$ cat src/rtl/alu_pkg.sv
// alu_pkg
//   Shared definitions for the ALU control path: ALUCtrl encodings, RV64I
//   opcode / funct3 / funct7 constants used by the decoder, the immediate
//   format selector and the packed record held in the decoder's output
//   register. The ALU imports the same ALUCtrl encodings.
package alu_pkg;

    // ALUCtrl encodings
    localparam logic [3:0] ALU_AND = 4'b0000;
    localparam logic [3:0] ALU_OR  = 4'b0001;
    localparam logic [3:0] ALU_ADD = 4'b0010;
    localparam logic [3:0] ALU_SUB = 4'b0110;

    // Major opcodes
    localparam logic [6:0] OP_RTYPE  = 7'b0110011;
    localparam logic [6:0] OP_ITYPE  = 7'b0010011;
    localparam logic [6:0] OP_LOAD   = 7'b0000011;
    localparam logic [6:0] OP_STORE  = 7'b0100011;
    localparam logic [6:0] OP_BRANCH = 7'b1100011;

    // funct3 values
    localparam logic [2:0] F3_ADD = 3'b000;
    localparam logic [2:0] F3_AND = 3'b111;
    localparam logic [2:0] F3_OR  = 3'b110;
    localparam logic [2:0] F3_LD  = 3'b011;
    localparam logic [2:0] F3_SD  = 3'b011;
    localparam logic [2:0] F3_BEQ = 3'b000;
    localparam logic [2:0] F3_BNE = 3'b001;

    // funct7 values
    localparam logic [6:0] F7_BASE = 7'b0000000;
    localparam logic [6:0] F7_SUB  = 7'b0100000;

    typedef enum logic [1:0] {
        IMM_NONE = 2'd0,
        IMM_I    = 2'd1,
        IMM_S    = 2'd2,
        IMM_B    = 2'd3
    } imm_sel_e;

    typedef struct packed {
        logic [3:0]  ctrl;
        logic        src;
        logic [63:0] imm;
        logic        illegal;
    } dec_op_t;

endpackage

$ cat src/rtl/alu_op_decoder_if.sv
// alu_op_decoder_if
//   Bundles the instruction-side and operation-side handshakes of the ALU
//   operation decoder.
//   master : upstream/downstream side (drives InstrValid, Instruction, OpReady)
//   slave  : the decoder (drives InstrReady, OpValid and the decoded fields)
interface alu_op_decoder_if;
    logic        InstrValid;
    logic [31:0] Instruction;
    logic        InstrReady;
    logic        OpValid;
    logic        OpReady;
    logic [3:0]  ALUCtrl;
    logic        ALUSrc;
    logic [63:0] signExtend;
    logic        Illegal;
    logic [15:0] IllegalCount;

    modport master (
        output InstrValid, Instruction, OpReady,
        input  InstrReady, OpValid, ALUCtrl, ALUSrc, signExtend, Illegal, IllegalCount
    );

    modport slave (
        input  InstrValid, Instruction, OpReady,
        output InstrReady, OpValid, ALUCtrl, ALUSrc, signExtend, Illegal, IllegalCount
    );
endinterface

$ cat src/rtl/alu_imm_gen.sv
// alu_imm_gen
//   Purely combinational extraction of the I, S and B immediates from a
//   32-bit instruction, each sign-extended to 64 bits from instr[31].
//   instr  in  32  raw instruction word
//   imm_i  out 64  sext(instr[31:20])
//   imm_s  out 64  sext({instr[31:25], instr[11:7]})
//   imm_b  out 64  sext({instr[31], instr[7], instr[30:25], instr[11:8], 1'b0})
module alu_imm_gen (
    input  logic [31:0] instr,
    output logic [63:0] imm_i,
    output logic [63:0] imm_s,
    output logic [63:0] imm_b
);

    assign imm_i = {{52{instr[31]}}, instr[31:20]};
    assign imm_s = {{52{instr[31]}}, instr[31:25], instr[11:7]};
    assign imm_b = {{51{instr[31]}}, instr[31], instr[7], instr[30:25], instr[11:8], 1'b0};

    // rs1, funct3 and opcode fields carry no immediate bits
    logic unused_fields;
    assign unused_fields = ^{instr[19:12], instr[6:0]};

endmodule

$ cat src/rtl/alu_op_decoder.sv
// alu_op_decoder
//   Registered decode stage in front of the ALU operand mux. Accepts one
//   RV64I instruction per cycle and holds the decoded ALUCtrl, ALUSrc,
//   sign-extended immediate and Illegal flag in a one-entry output register.
//   clk    in  rising-edge clock
//   reset  in  synchronous active-high reset
//   bus    slave modport of alu_op_decoder_if (instruction handshake in,
//          operation handshake and decoded fields out)
//   Optional feature: define ALU_DEC_ILLEGAL_CNT_EN to build the saturating
//   16-bit counter of accepted illegal instructions; otherwise IllegalCount
//   is tied to 0.
module alu_op_decoder
    import alu_pkg::*;
(
    input  logic              clk,
    input  logic              reset,
    alu_op_decoder_if.slave   bus
);

    localparam logic [0:0] ST_EMPTY = 1'b0;
    localparam logic [0:0] ST_FULL  = 1'b1;

    logic [0:0] state_reg, state_next;
    dec_op_t    op_reg;
    dec_op_t    dec;
    imm_sel_e   imm_sel;
    logic       accept;
    logic [63:0] imm_i, imm_s, imm_b;

    logic [6:0] opcode, funct7;
    logic [2:0] funct3;
    assign opcode = bus.Instruction[6:0];
    assign funct3 = bus.Instruction[14:12];
    assign funct7 = bus.Instruction[31:25];

    alu_imm_gen u_imm_gen (
        .instr (bus.Instruction),
        .imm_i (imm_i),
        .imm_s (imm_s),
        .imm_b (imm_b)
    );

    // Opcode decode; anything not matched stays at the illegal default.
    always_comb begin
        dec         = '0;
        dec.ctrl    = ALU_ADD;
        dec.illegal = 1'b1;
        imm_sel     = IMM_NONE;
        unique case (opcode)
            OP_RTYPE: begin
                if (funct7 == F7_BASE && funct3 == F3_ADD) begin
                    dec.ctrl = ALU_ADD; dec.illegal = 1'b0;
                end else if (funct7 == F7_BASE && funct3 == F3_AND) begin
                    dec.ctrl = ALU_AND; dec.illegal = 1'b0;
                end else if (funct7 == F7_BASE && funct3 == F3_OR) begin
                    dec.ctrl = ALU_OR; dec.illegal = 1'b0;
                end else if (funct7 == F7_SUB && funct3 == F3_ADD) begin
                    dec.ctrl = ALU_SUB; dec.illegal = 1'b0;
                end
            end
            OP_ITYPE: begin
                if (funct3 == F3_ADD || funct3 == F3_AND || funct3 == F3_OR) begin
                    dec.ctrl    = (funct3 == F3_AND) ? ALU_AND :
                                  (funct3 == F3_OR)  ? ALU_OR  : ALU_ADD;
                    dec.src     = 1'b1;
                    dec.illegal = 1'b0;
                    imm_sel     = IMM_I;
                end
            end
            OP_LOAD: begin
                if (funct3 == F3_LD) begin
                    dec.src = 1'b1; dec.illegal = 1'b0; imm_sel = IMM_I;
                end
            end
            OP_STORE: begin
                if (funct3 == F3_SD) begin
                    dec.src = 1'b1; dec.illegal = 1'b0; imm_sel = IMM_S;
                end
            end
            OP_BRANCH: begin
                // Operands compared through the ALU; immediate feeds the PC adder.
                if (funct3 == F3_BEQ || funct3 == F3_BNE) begin
                    dec.ctrl = ALU_SUB; dec.illegal = 1'b0; imm_sel = IMM_B;
                end
            end
            default: ;
        endcase
        case (imm_sel)
            IMM_I:   dec.imm = imm_i;
            IMM_S:   dec.imm = imm_s;
            IMM_B:   dec.imm = imm_b;
            default: dec.imm = '0;
        endcase
    end

    assign bus.InstrReady = (state_reg == ST_EMPTY) || bus.OpReady;
    assign accept         = bus.InstrValid && bus.InstrReady;

    always_comb begin
        state_next = state_reg;
        case (state_reg)
            ST_EMPTY: if (accept) state_next = ST_FULL;
            ST_FULL:  if (bus.OpReady && !accept) state_next = ST_EMPTY;
            default:  state_next = ST_EMPTY;
        endcase
    end

    always_ff @(posedge clk) begin
        if (reset) begin
            state_reg      <= ST_EMPTY;
            op_reg.ctrl    <= ALU_ADD;
            op_reg.src     <= 1'b0;
            op_reg.imm     <= '0;
            op_reg.illegal <= 1'b0;
        end else begin
            state_reg <= state_next;
            if (accept) op_reg <= dec;
        end
    end

    assign bus.OpValid    = (state_reg == ST_FULL);
    assign bus.ALUCtrl    = op_reg.ctrl;
    assign bus.ALUSrc     = op_reg.src;
    assign bus.signExtend = op_reg.imm;
    assign bus.Illegal    = op_reg.illegal;

`ifdef ALU_DEC_ILLEGAL_CNT_EN
    logic [15:0] illegal_cnt_reg;
    always_ff @(posedge clk) begin
        if (reset)
            illegal_cnt_reg <= '0;
        else if (accept && dec.illegal && illegal_cnt_reg != 16'hFFFF)
            illegal_cnt_reg <= illegal_cnt_reg + 16'd1;
    end
    assign bus.IllegalCount = illegal_cnt_reg;
`else
    assign bus.IllegalCount = 16'd0;
`endif

endmodule
$ cat src/flat_wrapper.sv
// flat-port wrapper written by rule: the top's interface ports become plain ports
module alu_op_decoder_flat import alu_pkg::*;
  (clk, reset, bus_InstrValid, bus_Instruction, bus_OpReady, bus_InstrReady, bus_OpValid, bus_ALUCtrl, bus_ALUSrc, bus_signExtend, bus_Illegal, bus_IllegalCount);
  alu_op_decoder_if bus_i ();
  input  logic clk;
  input  logic reset;
  input wire logic [$bits(bus_i.InstrValid)-1:0] bus_InstrValid;
  input wire logic [$bits(bus_i.Instruction)-1:0] bus_Instruction;
  input wire logic [$bits(bus_i.OpReady)-1:0] bus_OpReady;
  output wire logic [$bits(bus_i.InstrReady)-1:0] bus_InstrReady;
  output wire logic [$bits(bus_i.OpValid)-1:0] bus_OpValid;
  output wire logic [$bits(bus_i.ALUCtrl)-1:0] bus_ALUCtrl;
  output wire logic [$bits(bus_i.ALUSrc)-1:0] bus_ALUSrc;
  output wire logic [$bits(bus_i.signExtend)-1:0] bus_signExtend;
  output wire logic [$bits(bus_i.Illegal)-1:0] bus_Illegal;
  output wire logic [$bits(bus_i.IllegalCount)-1:0] bus_IllegalCount;
  assign bus_i.InstrValid = bus_InstrValid;
  assign bus_i.Instruction = bus_Instruction;
  assign bus_i.OpReady = bus_OpReady;
  assign bus_InstrReady = bus_i.InstrReady;
  assign bus_OpValid = bus_i.OpValid;
  assign bus_ALUCtrl = bus_i.ALUCtrl;
  assign bus_ALUSrc = bus_i.ALUSrc;
  assign bus_signExtend = bus_i.signExtend;
  assign bus_Illegal = bus_i.Illegal;
  assign bus_IllegalCount = bus_i.IllegalCount;
  alu_op_decoder u_core (.clk(clk), .reset(reset), .bus(bus_i));
endmodule
$ cat config.mk
export PLATFORM = sky130hd
export DESIGN_NAME = alu_op_decoder_flat
export DESIGN_NICKNAME = d
export VERILOG_FILES = /design/src/rtl/alu_pkg.sv /design/src/rtl/alu_op_decoder_if.sv /design/src/rtl/alu_imm_gen.sv /design/src/rtl/alu_op_decoder.sv /design/src/flat_wrapper.sv
export SDC_FILE = /design/constraint.sdc
export NUM_CORES = 1
export LEC_CHECK = 0
export BUFFER_PORTS_ARGS = -buffer_cell sky130_fd_sc_hd__buf_4
export CELL_PAD_IN_SITES_DETAIL_PLACEMENT = 1
export CELL_PAD_IN_SITES_GLOBAL_PLACEMENT = 2
export CORE_UTILIZATION = 20
export CTS_CLUSTER_SIZE = 16
export DETAILED_ROUTE_END_ITERATION = 8
export MAX_ROUTING_LAYER = met4
export PLACE_DENSITY = 0.85
export SLEW_MARGIN = 20
export SYNTH_ARGS = -nofsm -noshare
export SYNTH_HDL_FRONTEND = slang
export SYNTH_SLANG_ARGS = --single-unit
export TNS_END_PERCENT = 5
$ cat constraint.sdc
create_clock -name clk -period 2.4 [get_ports clk]
set_input_delay 0.48 -clock clk [delete_from_list [all_inputs] [get_ports clk]]
set_output_delay 0.48 -clock clk [all_outputs]
set_load 0.02 [all_outputs]
Word level (Yosys, flattened, before mapping). Cells that the tools add are included.

Register bits: 71. Input bits: 36. Output and inout port bits: 88. Logic and storage cells: 61.

Equal/unequal tests: 13. Mux-type cells: 28. Bitwise operators: 1. Reduce and logical (&&, ||, !) cells: 14.

Operators by type and width (count): $pmux W64 S3 (1); $eq A7 B6 Y1 const B (3); $mux W1 (12); $mux W4 (3); $pmux W4 S3 (1); $mux W3 (3); $pmux W2 S4 (1); $eq A7 B2 Y1 const B (1); $eq A7 B5 Y1 const B (1); $eq A7 B7 Y1 const B (1); $logic_not A7 Y1 (1); $eq A3 B3 Y1 const B (2); $logic_and A1 B1 Y1 (6); $mux W2 (3); $mux W5 (1); $eq A2 B2 Y1 const B (2); $logic_or A1 B1 Y1 (4); $pmux W1 S2 (2); $pmux W1 S4 (1); $eq A3 B1 Y1 const B (1); $eq A3 B2 Y1 const B (1); $logic_not A3 Y1 (1); $eq A2 B1 Y1 const B (1); $reduce_or A2 Y1 (1); other kinds (2) (2).

Logic depth before layout (Yosys ltp).
Word-level depth: 7. Mapped depth: 6. Mapped depth without buffers: 4.

Modules after synthesis. Synthesis repeated with hierarchy kept, for this count alone.

Cell total of the unflattened synthesis: 643. Area total of the unflattened synthesis: 5170.0 um^2.

By module, submodules not included: alu_op_decoder (times used 1, cells each 450, area each 3724.8 um^2, seq. area each 1401.3 um^2); alu_imm_gen (times used 1, cells each 193, area each 1445.1 um^2, seq. area each 0.0 um^2).

Least setup slack after synthesis. No wires, ideal clock.

Path kind: flip-flop to output port. Start: reg u_core.bus.signExtend[62] (netlist name). End: out bus_signExtend[13]. Data arrival time: 1547 ps. Required time: 1920 ps. Path slack: 373 ps. Stages on the path, launching flop included: 2. Path buffers: 1. Cells stage by stage: dfxtp_1 buf_4.

RTL lines: to (decl) (line flat_wrapper.sv:14) `output wire logic [$bits(bus_i.signExtend)-1:0] bus_signExtend;`.

==> flow_metrics.env <==
export IMPL_status="completed"
export IMPL_ant_nets=0
export IMPL_pre_cts_ws_ns=0.484
export IMPL_holdCritPathClass="reg2reg"
export IMPL_final_cell_mix="buf_4, dfxtp_1, conb_1"
export IMPL_hold_end="u_core.bus.signExtend[7]"
export IMPL_r2r_end="u_core.bus.signExtend[10]"
export IMPL_p_leak_nw=0.963
export IMPL_yosys_area_share_simple_pct=22.3
export IMPL_clk_pin_slew_worst_paths_ns=0.07
export IMPL_clk_latency_ns=0.26
export IMPL_cts_tree="yes"
export IMPL_cts_max_path_buffers=2
export IMPL_setup_viol=0
export IMPL_holdCritStartpoint="u_core.bus.signExtend[7]"
export IMPL_stdcell_area_um2=2020
export IMPL_period_minus_slack_ns=1.68
export IMPL_drtIter0Drc=42
export IMPL_gp_congestion=0.823
export IMPL_via_count=1334
export IMPL_final_net_count=270
export IMPL_muxShareOfSynthArea_pct=0
export IMPL_cap_violations=0
export IMPL_hold_viol=0
export IMPL_holdPathStages=1
export IMPL_die_area_um2=8070
export IMPL_fin_tns_setup_ns=0
export IMPL_drive_above_1_share_pct=50.6
export IMPL_remaining_drc_errors=0
export IMPL_cts_resized=0
export IMPL_rows=31
export IMPL_powerDensity_nw_per_um2=355
export IMPL_synth_async_reset_ratio_pct=0
export IMPL_start_kind="flip-flop"
export IMPL_track_usage_pct=10.1
export IMPL_worstSetupEndpointType="output port"
export IMPL_overflow=0
export IMPL_yosysUniqueCellTypes=42
export IMPL_rrSetupSlack_ns=1.03
export IMPL_placedInstanceArea_um2=1970
export IMPL_die_height_um=89.8
export IMPL_synth_compound_area_share_pct=17.8
export IMPL_cp_required_ns=1.92
export IMPL_synth_top_family_by_area="buffers and inverters"
export IMPL_synth_seq_cells=19
export IMPL_grt_max_degree=54
export IMPL_io_pins=124
export IMPL_ctsHoldBuffers=0
export IMPL_path_class="reg2out"
export IMPL_setup_slack_ns=0.715
export IMPL_grt_pass1_wl_mm=6.51
export IMPL_tightest_slew_ns=0.585
export IMPL_ir_worst_vdd_mv=0.132
export IMPL_reg2reg_depth=4
export IMPL_layout_worst_path_cycle_share_pct=70.2
export IMPL_grt_pass1_vias=1217
export IMPL_mostFrequentLayoutCell="buf_4"
export IMPL_slew_headroom_pct=60.8
export IMPL_synthCells=182
export IMPL_cts_buffers=3
export IMPL_grt_antenna_before_repair=0
export IMPL_start_util_pct=20.9
export IMPL_r2r_start="u_core.bus.OpValid"
export IMPL_numPortBuffers=101
export IMPL_fmax_ghz=0.594
export IMPL_root_buffer="clkbuf_8"
export IMPL_cts_setup_buffers=0
export IMPL_hold_ws_ns=0.468
export IMPL_h_tree_depth=1
export IMPL_wl_per_cell_um=12.4
export IMPL_avgSynthCellArea_um2=8.48
export IMPL_synth_xor_xnor_area_share_pct=0
export IMPL_n_antenna_cell=0
export IMPL_rsz0062_at_grt="no"
export IMPL_dr_pass1_iters=4
export IMPL_core_area_um2=7370
export IMPL_wl_mm=4.11
export IMPL_synthAdderAreaFrac_pct=0
export IMPL_slew_viol_final=0
export IMPL_die_w_um=89.8
export IMPL_finClkSkew_ns=0.00259
export IMPL_synth_edf_count=0
export IMPL_synth_area_um2=1540
export IMPL_area_growth_pct=30.9
export IMPL_ys_seq_area_share_pct=24.7
export IMPL_crit_fanout=53
export IMPL_cts_sinks=19
export IMPL_critPathArrivalTime_ns=1.20
export IMPL_synth_warnings=0
export IMPL_ys_flop_type="dfxtp_1"
export IMPL_viasPerCell=4.02
export IMPL_hpwl_mm=3.31
metrics by stage:
stage | util [%] | power [mW] | std cells
2_1_floorplan | - | 0.444 | 198
4_1_cts | 27.4 | 0.729 | 332
3_5_place_dp | 26.8 | 0.501 | 328
6_report | 27.4 | 0.717 | 332
3_3_place_gp | 26.8 | 0.499 | 328
5_1_grt | 27.4 | 0.761 | 332
power by group:
part           switching [mW]  internal, mW  total [mW]
logic                  0.0997        0.0669       0.167
clock network           0.107         0.118       0.225
registers             0.00412         0.322       0.326
cell families after synthesis:
family | count (synthesis)
flops | 19
simple gates | 55
buf+inv | 75
compound gates | 32
other cells | 1
worst max path at each step:
stage	from	end	depth (start not counted)
detailed placement	bus_Instruction[2]	u_core.bus.ALUCtrl[2]	5
floorplan	u_core.bus.signExtend[62]	bus_signExtend[13]	1
CTS	u_core.bus.signExtend[62]	bus_signExtend[45]	2
global route	u_core.bus.signExtend[62]	bus_signExtend[45]	2
global placement	bus_Instruction[2]	u_core.bus.ALUCtrl[2]	5
finish	u_core.bus.signExtend[62]	bus_signExtend[35]	2
routing by layer:
metal  wire length, um  up-vias  global-route usage, %  share of wire (%)
met4                 0        0                   1.23                  0
met1              1860      598                   13.4                 45
met5                 0        -                      -                  0
met3               411        0                   3.47                 10
li1                  -      660                      -                  -
met2              1840       76                   15.1                 45
cells in the mapped netlist (3+ instances only):
cell type	n	area share [%]
nor3_1	3	0.97
buf_2	3	0.97
buf_4	68	33
nand2_1	13	3.2
dfxtp_1	19	25
o2bb2ai_1	7	4.0
nand4_1	6	2.4
nor2_1	7	1.7
a31oi_1	4	1.6
nand2b_1	3	1.2
a21oi_1	5	1.6
and3_1	5	2.0
nand3_1	5	1.6
flip-flops by register name, indices dropped and copies added (netlist names):
register / cells
u_core.bus.ALUCtrl: 3
u_core.bus.signExtend: 13
u_core.bus.OpValid: 1
u_core.bus.Illegal: 1
u_core.bus.ALUSrc: 1
worst max-delay path, cell delays in order (launching register included):
cell and delay [ns]:
dfxtp_1 0.31, buf_4 0.39, buf_4 0.23
area by class of cell:
type | instances | area, um^2
Fill cell | 892 | 5350
Timing Repair Buffer | 104 | 781
Multi-Input combinational cell | 104 | 682
Sequential cell | 19 | 380
Tap cell | 99 | 124
Clock buffer | 4 | 45.0
Inverter | 2 | 7.51
(Power assumes the default switching activity.)
